`src/rtl/fifo.sv`:
```
// Single-clock byte FIFO with full/empty/threshold flags and sticky overflow/underflow.
// Optional occupancy port fifo_count is present only when FIFO_COUNT_EN is defined.
module fifo #(
  parameter int DATA_WIDTH = 8,
  parameter int ADDR_WIDTH = 4,
  parameter int THRESH     = 8
) (
  input  logic                  clk,
  input  logic                  reset,
  input  logic                  wr,
  input  logic                  rd,
  input  logic [DATA_WIDTH-1:0] data_in,
  output logic [DATA_WIDTH-1:0] data_out,
  output logic                  fifo_full,
  output logic                  fifo_empty,
  output logic                  fifo_thresh,
  output logic                  fifo_overflow,
`ifdef FIFO_COUNT_EN
  output logic                  fifo_underflow,
  output logic [ADDR_WIDTH:0]   fifo_count
`else
  output logic                  fifo_underflow
`endif
);

  localparam int DEPTH = 1 << ADDR_WIDTH;
  localparam logic [ADDR_WIDTH:0] THRESH_L = (ADDR_WIDTH+1)'(THRESH);

  logic [DATA_WIDTH-1:0] mem_q [DEPTH];
  logic [ADDR_WIDTH:0]   wr_ptr_q, wr_ptr_d;
  logic [ADDR_WIDTH:0]   rd_ptr_q, rd_ptr_d;
  logic [DATA_WIDTH-1:0] data_out_q, data_out_d;
  logic                  overflow_q, overflow_d;
  logic                  underflow_q, underflow_d;
  logic [ADDR_WIDTH:0]   count;
  logic                  wr_en, rd_en;

  // Extra pointer bit distinguishes full from empty when the address bits match.
  assign count       = wr_ptr_q - rd_ptr_q;
  assign fifo_empty  = (wr_ptr_q == rd_ptr_q);
  assign fifo_full   = (wr_ptr_q[ADDR_WIDTH] != rd_ptr_q[ADDR_WIDTH]) &&
                       (wr_ptr_q[ADDR_WIDTH-1:0] == rd_ptr_q[ADDR_WIDTH-1:0]);
  assign fifo_thresh = (count >= THRESH_L);

  assign wr_en = wr && !fifo_full;
  assign rd_en = rd && !fifo_empty;

  // A rejected access in the same cycle as an opposite accepted access still sets its flag.
  always_comb begin
    wr_ptr_d    = wr_ptr_q;
    rd_ptr_d    = rd_ptr_q;
    data_out_d  = data_out_q;
    overflow_d  = overflow_q;
    underflow_d = underflow_q;
    if (wr_en) wr_ptr_d = wr_ptr_q + 1'b1;
    if (rd_en) begin
      rd_ptr_d   = rd_ptr_q + 1'b1;
      data_out_d = mem_q[rd_ptr_q[ADDR_WIDTH-1:0]];
    end
    if (wr && !wr_en)  overflow_d = 1'b1;
    else if (rd_en)    overflow_d = 1'b0;
    if (rd && !rd_en)  underflow_d = 1'b1;
    else if (wr_en)    underflow_d = 1'b0;
  end

  always_ff @(posedge clk or negedge reset) begin
    if (!reset) begin
      wr_ptr_q    <= '0;
      rd_ptr_q    <= '0;
      data_out_q  <= '0;
      overflow_q  <= 1'b0;
      underflow_q <= 1'b0;
    end else begin
      wr_ptr_q    <= wr_ptr_d;
      rd_ptr_q    <= rd_ptr_d;
      data_out_q  <= data_out_d;
      overflow_q  <= overflow_d;
      underflow_q <= underflow_d;
    end
  end

  always_ff @(posedge clk) begin
    if (wr_en) mem_q[wr_ptr_q[ADDR_WIDTH-1:0]] <= data_in;
  end

  assign data_out       = data_out_q;
  assign fifo_overflow  = overflow_q;
  assign fifo_underflow = underflow_q;
`ifdef FIFO_COUNT_EN
  assign fifo_count     = count;
`endif

endmodule

```
`config.mk`:
```
export PLATFORM = sky130hd
export DESIGN_NAME = fifo
export DESIGN_NICKNAME = d
export VERILOG_FILES = /design/src/rtl/fifo.sv
export SDC_FILE = /design/constraint.sdc
export NUM_CORES = 1
export LEC_CHECK = 0
export ABC_AREA = 1
export BUFFER_PORTS_ARGS = -buffer_cell sky130_fd_sc_hd__buf_2
export CORE_AREA = 10 10 140 142
export DETAILED_ROUTE_END_ITERATION = 6
export DIE_AREA = 0 0 150 152
export HOLD_SLACK_MARGIN = 0.15
export PLACE_DENSITY_LB_ADDON = 0.08
export RECOVER_POWER = 100
export SETUP_SLACK_MARGIN = 0.5
export SLEW_MARGIN = 10
export SYNTH_ARGS = -nofsm -noshare
export SYNTH_HDL_FRONTEND = slang
export SYNTH_SLANG_ARGS = --single-unit
```
`constraint.sdc`:
```
create_clock -name clk -period 2.3 [get_ports clk]
set_input_delay 0.23 -clock clk [delete_from_list [all_inputs] [get_ports clk]]
set_output_delay 0.23 -clock clk [all_outputs]
set_load 0.05 [all_outputs]
```
==> impl_metrics.py, run 1 <==
metrics = {
    "setup_path": {
        "worstPathMaxFanout": 2,
        "startpoint": "rd_ptr_q[0]$_DFFE_PN0P_",
        "critPathCaptureType": "output pin",
        "r2r_start": "wr_ptr_q[1]$_DFFE_PN0P_",
        "ff2ff_path_depth": 10,
        "crit_end": "fifo_thresh",
        "rrSetupSlack_ns": 0.17,
        "arrival_ns": 1.94,
        "rr_endpoint": "mem_q[14][0]$_DFFE_PP_",
        "critPathRequiredTime_ns": 2.07,
        "criticalPathCategory": "reg -> out",
        "startpoint_type": "flop",
    },
    "synthesis": {
        "synthMuxAreaShare": 0,
        "ys_warn_count": 0,
        "synth_seq_area_share": 0.6594,
        "synthCells": 651,
        "synth_adder_area_share": 0.02013,
        "synthXorXnorAreaFrac": 0.01197,
        "ys_types": 22,
        "yosysTopAreaCellShare": 0.5835,
        "synth_compound_area_frac": 0.006648,
        "synth_top_family_by_area": "simple AND/OR/NAND/NOR gates",
        "yosys.area_share.simple": 0.2158,
        "avgSynthCellArea_um2": 10.12,
        "synthTopCellsByArea": "edfxtp_1 58%, nand2_1 10%, dfrtp_1 7.6%",
        "netlist_area_mm2": 0.006588,
        "synth_nets": 673,
        "synth-seq-cells": 148,
        "yosysTopAreaCell": "edfxtp_1",
    },
    "timing": {
        "setup_viol": 0,
        "setup_tns_ns": 0,
        "whs_ns": 0.4934,
        "fin_crit_sh": 0.9435,
        "fin_worst_skew_ns": 0.009613,
        "hold_viol_final": 0,
        "tightest_slew_ns": 1.187,
        "fin_ws_ns": 0.1299,
        "fmax_mhz": 460.8,
        "rsz0062_at_grt": "yes",
        "slew_headroom": 0.2087,
        "drv_slew": 0,
        "fin_crit_ns": 2.170,
    },
    "pwr": {
        "power.total_mw": 10.56,
        "powerDensity_mw_per_mm2": 1351,
        "ir_drop_v": 0.0006230,
        "leakagePower_nw": 3.283,
    },
    "finish": {
        "drive_gt1_frac": 0.1410,
        "fin_util": 0.4615,
        "area_delta_synth_final_pct": 18.65,
        "instances_no_fill": 934,
        "antenna_cells": 0,
        "final_cell_area_mm2": 0.007816,
        "fin_nets": 718,
    },
    "place": {
        "dp_hpwl_um": 10920,
        "dp_slack_ns": 0.1567,
        "gp_congestion": 0.8325,
        "dpl.cell_count": 884,
        "io_buffers": 24,
        "dpl_cell_area_mm2": 0.007096,
    },
    "floorplanning": {
        "dieArea_mm2": 0.02280,
        "design.core.area_mm2": 0.01694,
        "die_w_um": 150,
        "io_pins": 25,
        "start_util": 0.3890,
        "die_h_um": 152,
        "rows": 48,
    },
    "cts": {
        "clockBufferDepth": 2,
        "clock-root-buffer": "clkbuf_16",
        "cts_max_level": 4,
        "cts_tree": "built",
        "clk_latency_ns": 0.43,
        "path_clk_slew_ns": 0.06,
        "cts_buffers": 17,
        "clock-sinks": 148,
    },
    "run_status": {
        "status": "complete, no violations",
    },
    "global_routing": {
        "grt_antenna_before_repair": 0,
        "grt_pass1_vias": 4605,
        "grt_max_degree": 67,
        "grt_pass1_wl_um": 26210,
        "grt_usage": 0.1550,
        "overflow": 0,
    },
    "routing": {
        "drt_iter0_drc": 322,
        "vias": 4502,
        "routed_wl_um": 16850,
        "drt-pass1-iter-count": 5,
        "wire_per_inst_um": 18.04,
        "drt-vias-per-instance": 4.820,
        "ant_nets": 0,
        "drc": 0,
    },
    "worst_hold_path": {
        "hp-class": "reg -> reg",
    },
    "flow_run": {
        "cap_viol_max_count": 0,
    },
}
-- critical path, stage by stage (launching register included) --
cell and delay, ns:
dfrtp_2 0.42, ha_4 0.18, fa_2 0.34, o21ai_2 0.13, xor2_1 0.07, or2_4 0.24, buf_8 0.15
-- where the power goes --
group	switching [mW]	total (mW)	internal [mW]
registers	0.170	3.51	3.34
logic	3.03	4.46	1.43
clock network	1.07	2.58	1.51
total	4.27	10.6	6.28
-- layout make-up --
type | count | area (um^2)
Inverter | 112 | 434.2
Clock buffer | 20 | 446.7
Timing Repair Buffer | 49 | 335.3
Fill cell | 1618 | 9120
Tap cell | 225 | 281.5
Sequential cell | 148 | 4349
Multi-Input combinational cell | 368 | 1864
Clock inverter | 12 | 105.1
-- worst min path at each step --
stage	from	depth (start not counted)	endpoint	slack [ns]
after floorplan	reset	0	data_out[0]$_DFFE_PN0P_	-0.07
after global placement	reset	1	data_out[7]$_DFFE_PN0P_	0.23
after detailed placement	reset	1	data_out[7]$_DFFE_PN0P_	0.23
after CTS	data_in[5]	1	mem_q[5][5]$_DFFE_PP_	0.29
after global routing	fifo_underflow$_DFFE_PN0P_	2	fifo_underflow$_DFFE_PN0P_	0.54
final	fifo_underflow$_DFFE_PN0P_	2	fifo_underflow$_DFFE_PN0P_	0.49
-- layer usage --
layer,track usage,vias up,share of wire
met1,0.2040,2210,0.44
li1,-,2169,-
met3,0.03029,19,0.046
met4,0.04954,0,0.017
met2,0.2504,104,0.50
met5,0,-,0
-- registers in the layout, summed over array words and instances, names as in the netlist --
| signal | count |
|---|---|
| data_out | 8 |
| fifo_overflow | 1 |
| fifo_underflow | 1 |
| mem_q | 128 |
| rd_ptr_q | 5 |
| wr_ptr_q | 5 |
-- cells in the mapped netlist (all sizes together) --
library cell,count
nand2,185
edfxtp,128
inv,110
nand3,90
nor2,64
buf,24
dfrtp,20
ha,9
xor2,9
o21ai,6
clkinv,2
a21oi,1
a22o,1
fa,1
or2,1
-- cells by family (layout without fill, tap and decap cells) --
logic type,after synthesis,in the layout
DFF,148,148
AOI/OAI and AO/OA,8,8
adders and majority gates,10,10
and+or+nand+nor,340,341
buffers and inverters,136,193
xor gates and xnor gates,9,9
-- placed cells by master (no fill, tap or decap), drive strengths merged, types with 7 or more instances in the layout --
cell type and count:
nand2 185, edfxtp 128, inv 111, nand3 90, nor2 65, clkbuf 42
buf 24, dfrtp 20, xor2 9, ha 9, clkinv 7
-- timing repair --
action | in CTS | in global routing
endpoints found under the setup margin | 138 | 142
buffers inserted | 12 | 2
pin swaps | 14 | 4
cloned | 1 | 0
endpoints found under the hold margin | 22 | 0
hold buffers | 3 | 0
resized for setup | 31 | 13
Power figures use the tool's default switching activity.
==> run 2, diff against run 1 <==
--- a/config.mk
+++ b/config.mk
@@ -6,13 +6,12 @@
 export NUM_CORES = 1
 export LEC_CHECK = 0
 export ABC_AREA = 1
-export BUFFER_PORTS_ARGS = -buffer_cell sky130_fd_sc_hd__buf_2
 export CORE_AREA = 10 10 140 142
 export DETAILED_ROUTE_END_ITERATION = 6
 export DIE_AREA = 0 0 150 152
+export DONT_BUFFER_PORTS = 1
 export HOLD_SLACK_MARGIN = 0.15
 export PLACE_DENSITY_LB_ADDON = 0.08
-export RECOVER_POWER = 100
 export SETUP_SLACK_MARGIN = 0.5
 export SLEW_MARGIN = 10
 export SYNTH_ARGS = -nofsm -noshare
==> constraint.sdc (replaced) <==
create_clock -name clk -period 2.3 [get_ports clk]
set_input_delay 0.23 -clock clk [delete_from_list [all_inputs] [get_ports clk]]
set_output_delay 0.23 -clock clk [all_outputs]
set_load 0.1 [all_outputs]
==> run 2 against run 1 <==
Flip-flop and latch count unchanged; combinational power increased by 21%; core utilization increased by 2.0 points; clock skew decreased by 0.0032 ns; critical path type unchanged; largest cell class unchanged; highest routed layer unchanged.
==> impl_metrics.py, run 2 (synthesis results as in run 1) <==
metrics = {
    "cts": {
        "cts_tree": "built",
        "path_clk_slew_ns": 0.06,
        "clock-root-buffer": "clkbuf_16",
        "cts_buffers": 17,
        "cts_max_level": 4,
        "clock-sinks": 148,
        "clockBufferDepth": 2,
        "clk_latency_ns": 0.42,
    },
    "routing": {
        "wire_per_inst_um": 18.52,
        "drt-pass1-iter-count": 4,
        "ant_nets": 0,
        "drt-vias-per-instance": 4.716,
        "drt_iter0_drc": 375,
        "vias": 4395,
        "drc": 0,
        "routed_wl_um": 17260,
    },
    "timing": {
        "setup_viol": 0,
        "hold_viol_final": 0,
        "tightest_slew_ns": 0.9640,
        "fin_worst_skew_ns": 0.006428,
        "fin_crit_ns": 2.259,
        "rsz0062_at_grt": "yes",
        "setup_tns_ns": 0,
        "slew_headroom": 0.3552,
        "fin_crit_sh": 0.9824,
        "drv_slew": 0,
        "fmax_mhz": 442.6,
    },
    "setup_path": {
        "cp.buffers_inverters": 1,
        "criticalPathCategory": "reg -> out",
        "worstPathMaxFanout": 19,
        "slowest_delay_ns": 0.41,
        "r2r_start": "wr_ptr_q[1]$_DFFE_PN0P_",
        "arrival_ns": 2.03,
        "rr_endpoint": "mem_q[7][1]$_DFFE_PP_",
        "critPathCaptureType": "output pin",
        "critPathRequiredTime_ns": 2.07,
        "crit_slowest_cell": "dfrtp_1",
        "rrSetupSlack_ns": 0.34,
        "startpoint_type": "flop",
        "path_cells": "buf_6 -> fa_2 -> o21ai_2 -> xor2_1 -> or2_4",
        "ff2ff_path_depth": 10,
        "critPathTopFamily": "flip-flops",
    },
    "worst_hold_path": {
        "min_to": "wr_ptr_q[1]$_DFFE_PN0P_",
        "hp-class": "in -> reg",
        "whs_path_depth": 5,
        "worstHoldStart": "wr",
    },
    "finish": {
        "fin_nets": 716,
        "drive_gt1_frac": 0.1657,
        "final_common_cell": "nand2_1",
        "layout_common_cells": "176 x nand2_1, 128 x edfxtp_1, 103 x inv_1, 88 x nand3_1, 41 x nor2_1",
        "largest_reg_flops": 128,
        "area_delta_synth_final_pct": 23.86,
    },
    "place": {
        "gp_congestion": 0.7674,
        "dp_hpwl_um": 10880,
        "io_buffers": 0,
    },
    "floorplanning": {
        "design.core.area_mm2": 0.01694,
        "dieArea_mm2": 0.02280,
        "die_h_um": 152,
        "die_w_um": 150,
        "rows": 48,
        "io_pins": 25,
        "start_util": 0.3890,
    },
    "global_routing": {
        "grt_antenna_before_repair": 1,
        "grt_pass1_vias": 4413,
        "overflow": 0,
        "grt_usage": 0.1553,
        "grt_pass1_wl_um": 26240,
        "grt_max_degree": 39,
    },
    "pwr": {
        "leakagePower_nw": 3.397,
        "ir_drop_v": 0.0009976,
        "powerDensity_mw_per_mm2": 1428,
        "power.total_mw": 11.65,
    },
    "flow_run": {
        "cap_viol_max_count": 0,
    },
    "run_status": {
        "status": "complete, no violations",
    },
}
-- run 2: layer usage --
layer / track usage / share of wire / vias to the layer above
met4: 0.04954 / 0.0081 / 0
met2: 0.2498 / 0.50 / 77
li1: - / - / 2170
met1: 0.2063 / 0.44 / 2139
met5: 0 / 0 / -
met3: 0.02911 / 0.047 / 9
-- run 2: cell type report --
class                      count  area, um^2
inverter                     112       445.4
multi-input combinational    368        1991
clock buffer                  18       429.2
tap                          225       281.5
sequential                   148        4347
clock inverter                13       160.2
fill                        1592        8777
timing repair buffer          46       494.2
timing repair inverter         1       8.758
antenna                        1       2.502
-- run 2: worst max path at each step --
stage / from / end / cells past startpoint
2_1_floorplan: rd_ptr_q[2]$_DFFE_PN0P_ / mem_q[15][0]$_DFFE_PP_ / 11
3_3_place_gp: rd_ptr_q[3]$_DFFE_PN0P_ / mem_q[13][3]$_DFFE_PP_ / 9
3_5_place_dp: rd_ptr_q[3]$_DFFE_PN0P_ / mem_q[12][5]$_DFFE_PP_ / 9
4_1_cts: wr_ptr_q[0]$_DFFE_PN0P_ / fifo_thresh / 6
5_1_grt: rd_ptr_q[1]$_DFFE_PN0P_ / fifo_thresh / 5
6_report: rd_ptr_q[1]$_DFFE_PN0P_ / fifo_thresh / 5
-- run 2: power breakdown --
part	internal, mW	total [mW]	switching (mW)	leakage [nW]
Clock	1.69	2.76	1.06	0.276
Combinational	1.61	5.40	3.79	1.73
Sequential	3.34	3.49	0.155	1.39
Total	6.64	11.6	5.01	3.40
-- run 2: what timing repair did --
| action | in CTS | in global routing |
|---|---|---|
| setup buffers | 8 | 3 |
| endpoints found under the hold margin | 152 | 0 |
| endpoints found under the setup margin | 142 | 144 |
| pin swaps | 13 | 3 |
| gates cloned | 2 | 2 |
| hold buffers | 11 | 0 |
| gates resized for setup | 26 | 16 |
-- run 2: worst register-to-register path: cells and delay by family (launching register included) --
family	cells	cell delay [ns]
DFF	1	0.43
adders and majority gates	1	0.24
buffers and inverters	3	0.36
and+or+nand+nor	6	0.62
-- run 2: through the flow --
step	std cells	util	hold WS, ns	instance area, um^2	worst slack [ns]
5_1_grt	932	0.4818	0.3015	8159	-0.04106
3_5_place_dp	874	0.4199	-0.06490	7112	0.06827
4_1_cts	926	0.4741	0.2545	8029	0.07649
3_3_place_gp	874	0.4199	-0.06488	7112	0.1264
2_1_floorplan	651	-	-0.06559	6808	-0.1039
6_report	932	0.4818	0.2660	8159	0.04058
